[config.mk]
export PLATFORM = sky130hd
export DESIGN_NAME = pc_fetch_controller
export DESIGN_NICKNAME = d
export VERILOG_FILES = /design/src/rtl/pc_ctrl_pkg.sv /design/src/rtl/pc_next_mux.sv /design/src/rtl/pc_fetch_controller.sv
export SDC_FILE = /design/constraint.sdc
export NUM_CORES = 1
export LEC_CHECK = 0
export ABC_AREA = 1
export ABC_CLOCK_PERIOD_IN_PS = 2300
export CORE_ASPECT_RATIO = 0.7
export CORE_MARGIN = 2
export CORE_UTILIZATION = 45
export DETAILED_ROUTE_END_ITERATION = 10
export GPL_ROUTABILITY_DRIVEN = 0
export PLACE_DENSITY_LB_ADDON = 0.15
export SYNTH_ARGS = -nofsm -noshare
export SYNTH_HDL_FRONTEND = slang
export SYNTH_HIERARCHICAL = 1
export SYNTH_SLANG_ARGS = --single-unit
[constraint.sdc]
create_clock -name clk -period 2.3 [get_ports clk]
set_input_delay 0.46 -clock clk [delete_from_list [all_inputs] [get_ports clk]]
set_output_delay 0.46 -clock clk [all_outputs]
set_load 0.005 [all_outputs]
[src/rtl/pc_ctrl_pkg.sv]
// Shared types and constants for the fetch controller.
// State encoding, instruction size and alignment helpers.
package pc_ctrl_pkg;

    typedef enum logic [1:0] {
        BOOT = 2'd0,
        REQ  = 2'd1,
        WAIT = 2'd2,
        HOLD = 2'd3
    } state_e;

    localparam int         INSTR_BYTES = 4;
    localparam logic [1:0] ALIGN_MASK  = 2'b11;

    // True when the low address bits break 4-byte alignment.
    function automatic logic is_misaligned(input logic [1:0] lsb);
        return (lsb & ALIGN_MASK) != 2'b00;
    endfunction

endpackage

[src/rtl/pc_next_mux.sv]
// Next-PC select: sequential, redirect, or trap on bad target.
// Also flags a misaligned redirect target.
module pc_next_mux
    import pc_ctrl_pkg::*;
#(
    parameter int              XLEN        = 32,
    parameter logic [XLEN-1:0] TRAP_VECTOR = XLEN'(32'h0000_0010)
) (
    input  logic [XLEN-1:0] i_pc,
    input  logic            i_redirect_valid,
    input  logic [XLEN-1:0] i_redirect_target,
    output logic [XLEN-1:0] o_pc_next,
    output logic            o_misaligned
);

    logic [XLEN-1:0] w_pc_seq;

    // Wraps naturally at the top of the address space.
    assign w_pc_seq = i_pc + XLEN'(INSTR_BYTES);

    // Redirect wins over sequential; bad targets go to the trap vector.
    always_comb begin
        o_misaligned = i_redirect_valid
                    && is_misaligned(i_redirect_target[1:0]);
        o_pc_next    = w_pc_seq;
        if (i_redirect_valid) begin
            o_pc_next = o_misaligned ? TRAP_VECTOR : i_redirect_target;
        end
    end

endmodule

[src/rtl/pc_fetch_controller.sv]
// PC sequencing and single-outstanding instruction fetch.
// Holds each fetched word until decode accepts it.
module pc_fetch_controller
    import pc_ctrl_pkg::*;
#(
    parameter int              XLEN         = 32,
    parameter logic [XLEN-1:0] RESET_VECTOR = '0,
    parameter logic [XLEN-1:0] TRAP_VECTOR  = XLEN'(32'h0000_0010)
) (
    input  logic            clk,
    input  logic            reset_n,
    output logic            imem_req_valid,
    input  logic            imem_req_ready,
    output logic [XLEN-1:0] imem_req_addr,
    input  logic            imem_resp_valid,
    input  logic [XLEN-1:0] imem_resp_data,
    output logic            instr_valid,
    input  logic            instr_ready,
    output logic [XLEN-1:0] instr_data,
    output logic [XLEN-1:0] instr_pc,
    input  logic            redirect_valid,
    input  logic [XLEN-1:0] redirect_target,
    input  logic            stall,
    output logic [XLEN-1:0] pc_current,
    output logic [XLEN-1:0] pc_next,
    output logic            misaligned_fault
);

    state_e          r_state;
    state_e          w_state_nxt;
    logic [XLEN-1:0] r_pc;
    logic [XLEN-1:0] r_fetch_pc;
    logic [XLEN-1:0] r_instr_data;
    logic [XLEN-1:0] r_instr_pc;
    logic            r_kill;

    logic [XLEN-1:0] w_pc_next;
    logic            w_mis;
    logic            w_redirect;
    logic            w_req_hs;
    logic            w_resp_take;

    pc_next_mux #(
        .XLEN        (XLEN),
        .TRAP_VECTOR (TRAP_VECTOR)
    ) u_pc_next_mux (
        .i_pc              (r_pc),
        .i_redirect_valid  (redirect_valid),
        .i_redirect_target (redirect_target),
        .o_pc_next         (w_pc_next),
        .o_misaligned      (w_mis)
    );

    // Redirects are ignored during the boot bubble.
    assign w_redirect  = redirect_valid && (r_state != BOOT);
    assign w_req_hs    = imem_req_valid && imem_req_ready;
    assign w_resp_take = (r_state == WAIT) && imem_resp_valid
                      && !redirect_valid && !r_kill;

    // State register.
    always_ff @(posedge clk or negedge reset_n) begin
        if (!reset_n) begin
            r_state <= BOOT;
        end else begin
            r_state <= w_state_nxt;
        end
    end

    // Next-state: redirect beats stall and decode acceptance.
    always_comb begin
        w_state_nxt = r_state;
        unique case (r_state)
            BOOT: w_state_nxt = REQ;
            REQ: begin
                if (w_req_hs) begin
                    w_state_nxt = WAIT;
                end
            end
            WAIT: begin
                if (imem_resp_valid) begin
                    w_state_nxt = (redirect_valid || r_kill) ? REQ : HOLD;
                end
            end
            HOLD: begin
                if (redirect_valid || instr_ready) begin
                    w_state_nxt = REQ;
                end
            end
        endcase
    end

    // Outputs: request only in REQ, held word masked by a redirect.
    always_comb begin
        imem_req_valid = 1'b0;
        instr_valid    = 1'b0;
        unique case (r_state)
            BOOT: ;
            REQ:  imem_req_valid = !stall && !redirect_valid;
            WAIT: ;
            HOLD: instr_valid = !redirect_valid;
        endcase
    end

    // PC, fetch address capture and held instruction.
    always_ff @(posedge clk or negedge reset_n) begin
        if (!reset_n) begin
            r_pc         <= RESET_VECTOR;
            r_fetch_pc   <= '0;
            r_instr_data <= '0;
            r_instr_pc   <= '0;
        end else begin
            if (w_redirect || w_req_hs) begin
                r_pc <= w_pc_next;
            end
            if (w_req_hs) begin
                r_fetch_pc <= r_pc;
            end
            if (w_resp_take) begin
                r_instr_data <= imem_resp_data;
                r_instr_pc   <= r_fetch_pc;
            end
        end
    end

    // Kill marks the in-flight response as stale after a redirect.
    always_ff @(posedge clk or negedge reset_n) begin
        if (!reset_n) begin
            r_kill <= 1'b0;
        end else if (r_state == WAIT) begin
            if (imem_resp_valid) begin
                r_kill <= 1'b0;
            end else if (redirect_valid) begin
                r_kill <= 1'b1;
            end
        end
    end

    assign imem_req_addr    = r_pc;
    assign pc_current       = r_pc;
    assign pc_next          = w_pc_next;
    assign instr_data       = r_instr_data;
    assign instr_pc         = r_instr_pc;
    assign misaligned_fault = w_mis && (r_state != BOOT);

    // No request while a fetch is outstanding or being held.
    a_no_req_busy: assert property (
        @(posedge clk) disable iff (!reset_n)
        (r_state == WAIT || r_state == HOLD) |-> !imem_req_valid
    );

    // A request only leaves REQ with nothing in flight.
    a_one_outstanding: assert property (
        @(posedge clk) disable iff (!reset_n)
        imem_req_valid |-> (r_state == REQ && !r_kill)
    );

endmodule

==> PnR_summary.wiki <==
{| class="wikitable"
! Metric !! Value
|-
| Floorplan core area || roughly 0.015 mm²
|-
| Setup repair after global routing missed its margin || yes
|-
| Flop and latch count out of synthesis || approximately 130
|-
| Die Height || between 100 and 150 µm
|-
| Initial Utilization || 0.4660
|-
| Synthesized area divided by synthesized cell count || about 8 µm²
|-
| Final-report setup violation count || 30
|-
| CTS tree || done
|-
| Clock slew at the register clock pins of the worst setup and hold paths || about 0.06 ns
|-
| Violated checks || hold timing, setup timing
|-
| Post-DR vias/cell || ~4.9
|-
| Critical Path AT || 2.13 ns
|-
| Via count of the first global-routing pass || between 6k and 7k
|-
| Clock sink count || roughly 130
|-
| Maximum achievable frequency || a little under 400 MHz
|-
| WL/cell || 16.00 µm
|-
| Clock skew || 0.009409 ns
|-
| Worst r2r src || imem_req_addr[7]
|-
| Number of routed nets with antenna violations || 0
|-
| Crit path required time || about 1.8 ns
|-
| Relative slew margins || 0.6358
|-
| Net count, final || 1272
|-
| Period utilization || 1.126
|-
| Final worst slack || -0.2909 ns
|-
| Total congestion overflow || 0
|-
| Number of endpoints with negative hold slack in the final report || 2
|-
| Area enclosed by the die boundary || between 0.015 and 0.02 mm²
|-
| Actual transition at the worst max-transition pin || 0.5463 ns
|-
| Via total after detailed routing || approximately 6.9k
|-
| Sequential area share after synthesis || 0.4719
|-
| Run status || finished with violations
|-
| Leakage || ~0.0054 µW
|-
| Count of standard-cell rows || 37
|-
| Netlist Area Pre-Place || roughly 0.0069 mm²
|-
| Number of antenna violations at the first check in global routing || 0
|-
| Initial DRC count || roughly 420
|-
| Number of top-level pins || between 200 and 250
|-
| Count of unresolved DRC violations after routing || 0
|-
| Layout Area Growth over Synthesis || 64.03%
|-
| Peak VDD IR || approximately 0.00058 V
|-
| Clk buf depth || 2
|-
| Fraction of final layout cells with drive strength greater than 1 || 0.3262
|-
| DPL Wire Length || 14.38 mm
|-
| Clock period minus worst slack || roughly 2.6 ns
|-
| Fill count || approximately 1.1k
|-
| Total power divided by cell area || between 1000 and 1500 mW/mm²
|-
| Core occupancy in the finished layout || 0.7644
|-
| Length in cells of the worst reg-to-reg path || 18
|-
| Slew Limit Fails || 0
|-
| Source-to-sink clock delay at the later pin of the worst-skew pair || 0.42 ns
|-
| Diode count || 0
|-
| Maximum number of pins on one net before global-route repair || 65
|-
| Post-detailed-routing wire length || ~22 mm
|-
| Type of the tightest min-delay check || primary input to asynchronous set/reset pin
|-
| Number of max-capacitance violations reported || 0
|-
| Crit end category || primary output
|-
| Net count after synthesis || 936
|-
| Drt pass-1 iters || 6
|-
| Aggregate global-route resource usage || 0.2588
|-
| Worst Hold Slack || -0.009775 ns
|-
| Die width || 152.5 µm
|-
| Yosys warning count || 6
|-
| Critical path peak fanout || 4
|-
| Slack of the worst reg-to-reg path || -0.20 ns
|-
| Startpoint kind of the worst setup timing path || flop
|-
| Post-layout total power || between 10000 and 15000 µW
|-
| Type of the setup path with the least slack || flop to primary output
|-
| Number of levels in the clock H-tree || 4
|-
| Post-synthesis instance total || approximately 860
|-
| CTS Root Cell || sky130_fd_sc_hd__clkbuf_16
|-
| Number of distinct library cell variants in the gate-level netlist after synthesis || 36
|-
| Capturing point of the worst reg2reg path || imem_req_addr[27]
|-
| Number of buffers added by the clock tree synthesis step || 17
|-
| First-pass GRT wire length || 33.57 mm
|-
| Input/output buffers || approximately 230
|}
## through the flow
| stage | setup TNS (ns) | area, µm² | setup WS (ns) | cells |
|---|---|---|---|---|
| 6_report | -4.767 | 11390 | -0.2909 | 1403 |
| 4_1_cts | -3.204 | 10900 | -0.2509 | 1391 |
| 2_1_floorplan | 0 | 6947 | 0.4712 | 859 |
| 5_1_grt | -7.071 | 11390 | -0.3503 | 1403 |
| 3_5_place_dp | -5.930 | 9664 | -0.2594 | 1292 |
| 3_3_place_gp | -5.703 | 9664 | -0.2239 | 1292 |
## flip-flops by register name (all words and copies together) (netlist names)
register	flops
imem_req_addr	32
r_state	2
instr_pc	32
r_fetch_pc	32
r_kill	1
instr_data	32
## routing by layer
metal / share of wire / wire [µm] / global-route usage
met1: 0.44 / 9784 / 0.3423
met2: 0.46 / 10410 / 0.4331
met3: 0.065 / 1457 / 0.05170
met4: 0.035 / 788 / 0.08730
met5: 0 / 0 / 0
## worst max path at each step
stage / cells past startpoint / from / slack, ns / end
floorplan: 8 / imem_req_addr[2] / 0.47 / pc_next[14]
global placement: 8 / redirect_target[0] / -0.22 / pc_next[7]
detailed placement: 8 / redirect_target[0] / -0.26 / pc_next[8]
CTS: 11 / imem_req_addr[2] / -0.25 / pc_next[28]
global route: 11 / imem_req_addr[7] / -0.35 / pc_next[23]
finish: 11 / imem_req_addr[7] / -0.29 / pc_next[23]
## Yosys cell counts, drive strengths merged
master / instances / area, µm²
nand3b: 1 / 7.510
buf: 61 / 470.4
xnor2: 2 / 17.52
a21o: 1 / 7.510
a32o: 1 / 10.01
inv: 137 / 514.2
nor2: 59 / 310.3
o21ai: 136 / 890.9
o21bai: 1 / 7.510
dfrtp: 131 / 3278
clkbuf: 4 / 27.52
a21oi: 7 / 35.03
a22o: 2 / 17.52
and2: 1 / 6.260
nand2: 272 / 1057
a21boi: 1 / 7.510
or2: 3 / 21.27
ha: 6 / 75.07
xor2: 2 / 17.52
nand3: 31 / 167.7
## final cells by class
type / instances / area [µm²] / share of cell area
Multi-Input combinational cell: 526 / 3152 / 0.2766
Clock buffer: 18 / 429.2 / 0.03766
Inverter: 137 / 516.7 / 0.04535
Tap cell: 195 / 244.0 / 0.02141
Timing Repair Buffer: 382 / 3628 / 0.3184
Clock inverter: 14 / 145.1 / 0.01274
Sequential cell: 131 / 3279 / 0.2878
## cell families after synthesis
group / count (synthesis) / share of synthesized area
simple gates: 367 / 0.2260
buf+inv: 202 / 0.1457
compound gates: 149 / 0.1405
flops: 131 / 0.4719
fa+ha+maj: 6 / 0.01081
xor+xnor: 4 / 0.005044
## cells in the final DEF (no fill, tap or decap), drive strengths merged
master	netlist	layout
nand3b	1	1
nand3	31	31
a21o	1	1
and2	1	1
clkinvlp	0	2
a21oi	7	7
buf	61	174
nor2	59	59
inv	137	143
clkdlybuf4s15	0	1
a21boi	1	1
a22o	2	2
dlygate4sd2	0	5
o21bai	1	1
clkinv	0	5
or2	3	3
o21ai	136	136
xnor2	2	2
dfrtp	131	131
clkdlybuf4s50	0	201
bufinv	0	1
a32o	1	1
xor2	2	2
clkbuf	4	19
nand2	272	272
ha	6	6
## worst max-delay path: stages, from the launching register on
cell and delay [ns]:
sky130_fd_sc_hd__dfrtp_1 0.46, sky130_fd_sc_hd__nand2_1 0.21, sky130_fd_sc_hd__nor2_4 0.16, sky130_fd_sc_hd__nand2_1 0.11, sky130_fd_sc_hd__nor2_4 0.17, sky130_fd_sc_hd__buf_6 0.12, sky130_fd_sc_hd__buf_6 0.10, sky130_fd_sc_hd__nand2_4 0.05
sky130_fd_sc_hd__nand2_2 0.07, sky130_fd_sc_hd__nand3_2 0.08, sky130_fd_sc_hd__nand2_2 0.08, sky130_fd_sc_hd__buf_2 0.11
## report_power, final
part / internal, µW / leakage [µW] / total (µW) / switching [µW]
Combinational: 3570 / 0.00336 / 6400 / 2830
Clock: 1520 / 0.000277 / 2650 / 1120
Sequential: 3310 / 0.00175 / 4000 / 691
Total: 8400 / 0.00539 / 13000 / 4640
## repair_timing
action / 4_1_cts / 5_1_grt
setup endpoints to repair: 34 / 36
hold buffers: 0 / 0
resized for setup: 168 / 129
buffers inserted: 68 / 25
pin swaps: 50 / 56
Note: power is estimated with default switching activity, not from simulation.
